File: src/rtl/cic_decimator_if.sv
// Sample-stream bundle for the CIC decimator: input samples with a valid
// qualifier in, decimated samples with a one-cycle strobe out.
interface cic_decimator_if #(
    parameter int INPUT_WIDTH  = 14,
    parameter int OUTPUT_WIDTH = 14
);
    logic signed [INPUT_WIDTH-1:0]  DATA_IN;
    logic                           DATA_IN_VALID;
    logic signed [OUTPUT_WIDTH-1:0] DATA_OUT;
    logic                           DATA_OUT_VALID;

    modport master (
        output DATA_IN,
        output DATA_IN_VALID,
        input  DATA_OUT,
        input  DATA_OUT_VALID
    );

    modport slave (
        input  DATA_IN,
        input  DATA_IN_VALID,
        output DATA_OUT,
        output DATA_OUT_VALID
    );
endinterface

File: src/rtl/cic_decimator.sv
// N-stage Hogenauer CIC decimator by 2^LOG2_DECIMATION with pipelined integrators,
// a strobe-tracked comb pipeline and a truncating output scaler.
module cic_decimator #(
    parameter int INPUT_WIDTH     = 14,
    parameter int OUTPUT_WIDTH    = 14,
    parameter int STAGES          = 3,
    parameter int LOG2_DECIMATION = 4
) (
    input  logic           clk,
    input  logic           rst,
    cic_decimator_if.slave bus
);
    localparam int W     = INPUT_WIDTH + STAGES * LOG2_DECIMATION;
    localparam int SHIFT = W - OUTPUT_WIDTH;

    logic signed [W-1:0] integ_q   [1:STAGES];
    logic signed [W-1:0] integ_d   [1:STAGES];
    logic signed [W-1:0] integ_src [1:STAGES];
    logic signed [W-1:0] comb_q    [0:STAGES];
    logic signed [W-1:0] comb_d    [0:STAGES];
    logic signed [W-1:0] delay_q   [1:STAGES];
    logic signed [W-1:0] delay_d   [1:STAGES];
    logic [STAGES:0]     vld_q, vld_d;

    logic [LOG2_DECIMATION-1:0]     cnt_q, cnt_d;
    logic                           tap_q, tap_d;
    logic signed [OUTPUT_WIDTH-1:0] out_q, out_d;
    logic                           out_valid_q, out_valid_d;

    logic signed [W-1:0] data_ext;
    logic signed [W-1:0] comb_shifted;

    assign data_ext     = {{(W - INPUT_WIDTH){bus.DATA_IN[INPUT_WIDTH-1]}}, bus.DATA_IN};
    assign comb_shifted = comb_q[STAGES] >>> SHIFT;

    // Each integrator adds the pre-edge value of the stage before it, so the
    // chain is one register deep per stage rather than one long adder path.
    for (genvar gi = 1; gi <= STAGES; gi++) begin : g_integ_src
        if (gi == 1) begin : g_first
            assign integ_src[gi] = data_ext;
        end else begin : g_rest
            assign integ_src[gi] = integ_q[gi-1];
        end
    end

    always_comb begin
        integ_d = integ_q;
        cnt_d   = cnt_q;
        tap_d   = 1'b0;
        if (bus.DATA_IN_VALID) begin
            for (int k = 1; k <= STAGES; k++) begin
                integ_d[k] = integ_q[k] + integ_src[k];
            end
            cnt_d = cnt_q + 1'b1;
            tap_d = (cnt_q == {LOG2_DECIMATION{1'b1}});
        end
    end

    // Comb stages only move when the strobe reaches them; otherwise they hold.
    always_comb begin
        comb_d   = comb_q;
        delay_d  = delay_q;
        vld_d    = '0;
        vld_d[0] = tap_q;
        if (tap_q) begin
            comb_d[0] = integ_q[STAGES];
        end
        for (int k = 1; k <= STAGES; k++) begin
            if (vld_q[k-1]) begin
                comb_d[k]  = comb_q[k-1] - delay_q[k];
                delay_d[k] = comb_q[k-1];
                vld_d[k]   = 1'b1;
            end
        end
    end

    always_comb begin
        out_d       = out_q;
        out_valid_d = vld_q[STAGES];
        if (vld_q[STAGES]) begin
            out_d = comb_shifted[OUTPUT_WIDTH-1:0];
        end
    end

    always_ff @(posedge clk or posedge rst) begin
        if (rst) begin
            for (int k = 1; k <= STAGES; k++) begin
                integ_q[k] <= '0;
                delay_q[k] <= '0;
            end
            for (int k = 0; k <= STAGES; k++) begin
                comb_q[k] <= '0;
            end
            vld_q       <= '0;
            cnt_q       <= '0;
            tap_q       <= 1'b0;
            out_q       <= '0;
            out_valid_q <= 1'b0;
        end else begin
            integ_q     <= integ_d;
            comb_q      <= comb_d;
            delay_q     <= delay_d;
            vld_q       <= vld_d;
            cnt_q       <= cnt_d;
            tap_q       <= tap_d;
            out_q       <= out_d;
            out_valid_q <= out_valid_d;
        end
    end

    assign bus.DATA_OUT       = out_q;
    assign bus.DATA_OUT_VALID = out_valid_q;
endmodule

File: src/flat_wrapper.sv
// flat-port wrapper written by rule: the top's interface ports become plain ports
module cic_decimator_flat 
#(
    parameter int INPUT_WIDTH     = 14,
    parameter int OUTPUT_WIDTH    = 14,
    parameter int STAGES          = 3,
    parameter int LOG2_DECIMATION = 4
)
  (clk, rst, bus_DATA_IN, bus_DATA_IN_VALID, bus_DATA_OUT, bus_DATA_OUT_VALID);
  cic_decimator_if #(.INPUT_WIDTH(INPUT_WIDTH), .OUTPUT_WIDTH(OUTPUT_WIDTH)) bus_i ();
  input  logic clk;
  input  logic rst;
  input wire logic [$bits(bus_i.DATA_IN)-1:0] bus_DATA_IN;
  input wire logic [$bits(bus_i.DATA_IN_VALID)-1:0] bus_DATA_IN_VALID;
  output wire logic [$bits(bus_i.DATA_OUT)-1:0] bus_DATA_OUT;
  output wire logic [$bits(bus_i.DATA_OUT_VALID)-1:0] bus_DATA_OUT_VALID;
  assign bus_i.DATA_IN = bus_DATA_IN;
  assign bus_i.DATA_IN_VALID = bus_DATA_IN_VALID;
  assign bus_DATA_OUT = bus_i.DATA_OUT;
  assign bus_DATA_OUT_VALID = bus_i.DATA_OUT_VALID;
  cic_decimator #(.INPUT_WIDTH(INPUT_WIDTH), .OUTPUT_WIDTH(OUTPUT_WIDTH), .STAGES(STAGES), .LOG2_DECIMATION(LOG2_DECIMATION)) u_core (.clk(clk), .rst(rst), .bus(bus_i));
endmodule
File: config.mk
export PLATFORM = sky130hd
export DESIGN_NAME = cic_decimator_flat
export DESIGN_NICKNAME = d
export VERILOG_FILES = /design/src/rtl/cic_decimator_if.sv /design/src/rtl/cic_decimator.sv /design/src/flat_wrapper.sv
export SDC_FILE = /design/constraint.sdc
export NUM_CORES = 1
export LEC_CHECK = 0
export ABC_AREA = 1
export BUFFER_PORTS_ARGS = -buffer_cell sky130_fd_sc_hd__buf_2
export CAP_MARGIN = 0
export CORE_MARGIN = 2
export CORE_UTILIZATION = 45
export CTS_CLUSTER_SIZE = 12
export DETAILED_ROUTE_END_ITERATION = 16
export PLACE_DENSITY = 0.59
export SETUP_SLACK_MARGIN = 0.1
export SLEW_MARGIN = 20
export SYNTH_ARGS = -nofsm -noshare
export SYNTH_HDL_FRONTEND = slang
export SYNTH_SLANG_ARGS = --single-unit
File: constraint.sdc
create_clock -name clk -period 9.12 [get_ports clk]
set_clock_uncertainty 0.15 [all_clocks]
set_input_delay 0 -clock clk [delete_from_list [all_inputs] [get_ports clk]]
set_output_delay 0 -clock clk [all_outputs]
set_load 0.03 [all_outputs]
# == Yosys cells after proc, flatten, opt, wreduce, memory -nomap -nowiden ==
# Index checks and enable logic that the tools add are counted.
# totals
ff_bits,284
latch_bits,0
ram_bits,0
mem_bits_ro,0
in_bits,17
output_inout_bits,15
wordCells,27
n_memories,0
# classes
n_addsub,7
n_mul,0
div_mod_pow,0
n_lt_le_gt_ge,0
eq_ne,1
n_shift,0
mux,4
bitwise_logic,0
reduce_logical,0
# op_table
op,count
$sub A26 B26 Y26,3
$add A26 B26 Y26,2
$add A26 B14 Y26,1
$add A4 B1 Y4 const B,1
$eq A4 B4 Y1 const B,1
$mux W1,4

# == Depth between registers and ports, before layout ==
# depth
word_depth,2
depth_mapped,15
depth_no_buf,15

# == Least setup slack after synthesis ==
# No wires, ideal clock.
# synth_path
kind,reg-to-reg
from,reg u_core.comb_q[78] (netlist name)
to,reg u_core.comb_q[64] (netlist name)
setup_time_ps,118
arrival_ps,1758
slack_ps,7094
path_stages_with_launch,16
path_buffers,0
period_less_slack_ps,2026
path_cell_list,dfrtp_1 -> inv_1 -> ha_1 -> inv_1 -> fa_1 -> nand2_1 -> inv_1 -> nand2_1 -> nand2_2 -> nand2_1 -> nand2_1 -> nand2_1 -> nand2_1 -> or2_1 -> nand3_1 -> nand2_1
# synth_between
elab_chain_cells,1
# synth_lines
element,line,text
start: declaration,cic_decimator.sv:19,logic signed [W-1:0] comb_q [0:STAGES];
start signal: assignment,cic_decimator.sv:101,comb_q <= comb_d;
$sub A26 B26 Y26,cic_decimator.sv:70,comb_d[k] = comb_q[k-1] - delay_q[k];
# No other way between the ends.
# A chain may end at the register's enable or synchronous reset.

# == Worst setup path in the final report ==
# layout_path
from,reg u_core.integ_q[62] (netlist name)
to,reg u_core.integ_q[63] (netlist name)
# layout_between
elab_chain_cells,1
# layout_lines
element,line,text
start: declaration,cic_decimator.sv:16,logic signed [W-1:0] integ_q [1:STAGES];
start signal: assignment,cic_decimator.sv:100,integ_q <= integ_d;
$add A26 B14 Y26,cic_decimator.sv:52,integ_d[k] = integ_q[k] + integ_src[k];
# No other way between the ends.

==> impl_metrics.csv <==
group,metric,value,unit
status,status,"finished, final reports clean",
routing,vias_per_cell,5.024,
critical_path,critPathMaxFanout,5,
final_layout,syn2layout_area_growth,10.05,%
placement,post-dp-hpwl,42630,um
routing,finalWirelength,55060,um
sta,final-setup-viol-count,0,
global_routing,grt_pass1_vias,18103,
cts,clk_root_buffer_cell,"clkbuf_16",
placement,preCtsSetupSlack,6.617,ns
critical_path,reg2reg_depth,8,
critical_path,worstSetupStartpointType,"flop",
placement,portBuffers,31,
global_routing,overflow,0,
final_layout,nets,3282,
yosys,synth_mux_area_share,1.813,%
yosys,syn_area,0.02050,sq mm
routing,drt_first_pass_iters,6,
global_routing,grt_max_degree,159,
yosys,synth-compound-area-share,8.501,%
routing,drc,0,
run,drv_cap,0,
final_layout,design_area,0.02256,sq mm
routing,via_count,18743,
sta,maxSlewHeadroom,38.46,%
yosys,yosys_most_used_dff,"dfrtp_1",
placement,globalplace.congestion,0.9293,
sta,finalCriticalPeriod,2.859,ns
sta,fin_crit_sh,31.35,%
yosys,synth-seq-cells,272,
cts,htreeDepth,2,
cts,cts_sinks,272,
routing,postRouteAntennaNets,0,
yosys,yosys.area_share.adder,9.642,%
hold_path,min_path_type,"in2async",
yosys,syn_inst,3070,
critical_path,r2r-start,"u_core.integ_q[62]",
sta,fmax,349.8,MHz
cts,clkTransAtPathRegs,0.06,ns
global_routing,grt_use_total,24.08,%
floorplan,coreArea,0.04519,sq mm
routing,wire_per_inst,14.76,um
floorplan,start_util,45.37,%
yosys,synth-simple-area-share,34.91,%
yosys,synthesis.nets,3242,
cts,cts_tree,"built",
floorplan,fp.dieW,217.5,um
critical_path,cp-end-kind,"flop",
critical_path,critical_path_class,"reg2reg",
final_layout,drive_gt1_share,6.164,%
yosys,synth_edf_count,0,
cts,postCtsResizedCells,0,
floorplan,dieArea,0.04728,sq mm
critical_path,cp_data_arrival_time,3.17,ns
sta,tightest_slew,0.9175,ns
sta,finalHoldViolations,0,
critical_path,r2r_end,"u_core.integ_q[63]",
floorplan,num_io_pins,32,
cts,insertion_delay,0.55,ns
yosys,ys_warn_count,0,
critical_path,worst_ep_required_time,9.43,ns
cts,clk_path_buf_depth,3,
sta,setup_slack,6.261,ns
yosys,avgSynthCellArea,6.678,sq um
yosys,synth.distinct_cells,41,
floorplan,dieHeight,217.5,um
yosys,synth_xor_area_share,1.922,%
routing,drtIter0Drc,1329,
critical_path,r2r_setup_slack,6.26,ns
sta,slew_violations,0,
yosys,seq_area_frac_synth,33.20,%
cts,cts_buffers,34,
critical_path,crit_start,"u_core.integ_q[62]",
final_layout,diodes,0,
global_routing,antenna_found_initial,0,
sta,tns,0,ns
floorplan,num_rows,78,
yosys,ys_async_sr_fraction,100.0,%
sta,holdWs,0.02990,ns
yosys,synth_top_family_by_area,"simple AND/OR/NAND/NOR gates",
global_routing,grt_pass1_wl,92100,um
placement,dpl_cell_area,0.02128,sq mm
sta,grt_setup_unrepaired,"false",
## worst max path at each step
stage | slack (ns) | to | depth (start not counted)
CTS | 6.27 | u_core.integ_q[63] | 8
floorplan | 1.47 | u_core.bus.DATA_OUT[0] | 1
global placement | 6.70 | u_core.delay_q[26] | 3
finish | 6.26 | u_core.integ_q[63] | 8
global route | 6.11 | u_core.integ_q[63] | 8
detailed placement | 6.62 | u_core.delay_q[26] | 3
## through the flow
| stage | cells | util (%) |
|---|---|---|
| final | 3731 | 49.93 |
| after CTS | 3731 | 49.93 |
| after floorplan | 3070 | - |
| after global placement | 3656 | 47.09 |
| after global routing | 3731 | 49.93 |
| after detailed placement | 3656 | 47.09 |
## cells by family after synthesis
| kind of cell | count (synthesis) |
|---|---|
| multiplexers | 33 |
| AO/OA/AOI/OAI | 315 |
| buffers and inverters | 544 |
| AND/OR/NAND/NOR | 1706 |
| flip-flops | 272 |
| adder cells (fa/ha/maj) | 155 |
| XOR/XNOR | 45 |
## timing repair
| item | in CTS | in global routing |
|---|---|---|
| hold endpoints to repair | 144 | 0 |
| buffers inserted | 0 | 0 |
| hold buffers | 18 | 0 |
| endpoints found under the setup margin | 0 | 0 |
## registers in the layout (all words and copies together) (netlist names)
signal	count
u_core.comb_q	92
u_core.bus.DATA_OUT_VALID	1
u_core.bus.DATA_OUT	14
u_core.cnt_q	4
u_core.tap_q	1
u_core.integ_q	78
u_core.vld_q	4
u_core.delay_q	78
## Yosys cell counts (4+ instances only)
| cell | n | area share (%) |
|---|---|---|
| xnor2_1 | 34 | 1.5 |
| nor2_2 | 14 | 0.43 |
| clkbuf_1 | 41 | 0.75 |
| nor4_1 | 4 | 0.12 |
| nor3_1 | 20 | 0.49 |
| ha_1 | 150 | 9.2 |
| nand4_1 | 52 | 1.6 |
| nand2_2 | 17 | 0.52 |
| inv_1 | 488 | 8.9 |
| and2_1 | 14 | 0.43 |
| dfrtp_1 | 272 | 33 |
| nor2_4 | 6 | 0.33 |
| o21bai_1 | 27 | 0.99 |
| o21ai_0 | 145 | 3.5 |
| or2_1 | 10 | 0.31 |
| nand2_1 | 1144 | 21 |
| buf_2 | 8 | 0.20 |
| mux2_2 | 32 | 1.8 |
| nand3b_1 | 14 | 0.51 |
| a31oi_1 | 4 | 0.12 |
| o21ai_1 | 7 | 0.17 |
| nor2_1 | 171 | 3.1 |
| xor2_1 | 11 | 0.47 |
| nand3_1 | 229 | 5.6 |
| a21oi_2 | 10 | 0.43 |
| fa_1 | 5 | 0.49 |
| nor3_2 | 4 | 0.20 |
| a21oi_1 | 112 | 2.7 |
| nand3_2 | 4 | 0.20 |
## layer usage
metal | GRT usage, % | wire (um)
met1 | 32.64 | 26060
met2 | 40.47 | 25470
met3 | 3.054 | 2179
met4 | 6.507 | 1352
met5 | 0 | 0
## layout by cell type, fill, tap and decap left out, drive strengths merged, types with 3 or more instances in the layout
master       Yosys  layout
mux2            33      33
a21boi           3       3
nor4             4       4
dlygate4sd3      0      18
ha             150     150
clkbuf          41      46
o21ai          153     153
dfrtp          272     272
fa               5       5
inv            491     491
o21bai          30      30
clkinv           1       6
nor2           191     191
nand4           52      52
and2            14      14
or2             11      11
clkinvlp         0       4
xnor2           34      34
nand3b          14      14
xor2            11      11
buf             11      38
a21oi          122     122
nand2         1163    1163
nor3            24      24
nand3          233     233
a31oi            4       4
## critical path, cell delays in order, from the launching register on
cell	delay, ns
dfrtp_1	0.45
ha_1	0.39
nand2_1	0.10
nand2_1	0.06
dlygate4sd3_1	0.57
a21oi_2	0.19
dlygate4sd3_1	0.61
nand3_1	0.08
a31oi_1	0.16
## final cells by class
type	count	area [sq um]
Sequential cell	272	6809
Tap cell	600	750.7
Fill cell	4604	22620
Inverter	492	1854
Multi-Input combinational cell	2254	11640
Timing Repair Buffer	56	400.4
Clock inverter	11	137.6
Clock buffer	46	967.2
Power is left out: the tool's default activity adds up to more than one toggle a clock period on the data nets, which glitch-free logic cannot reach.
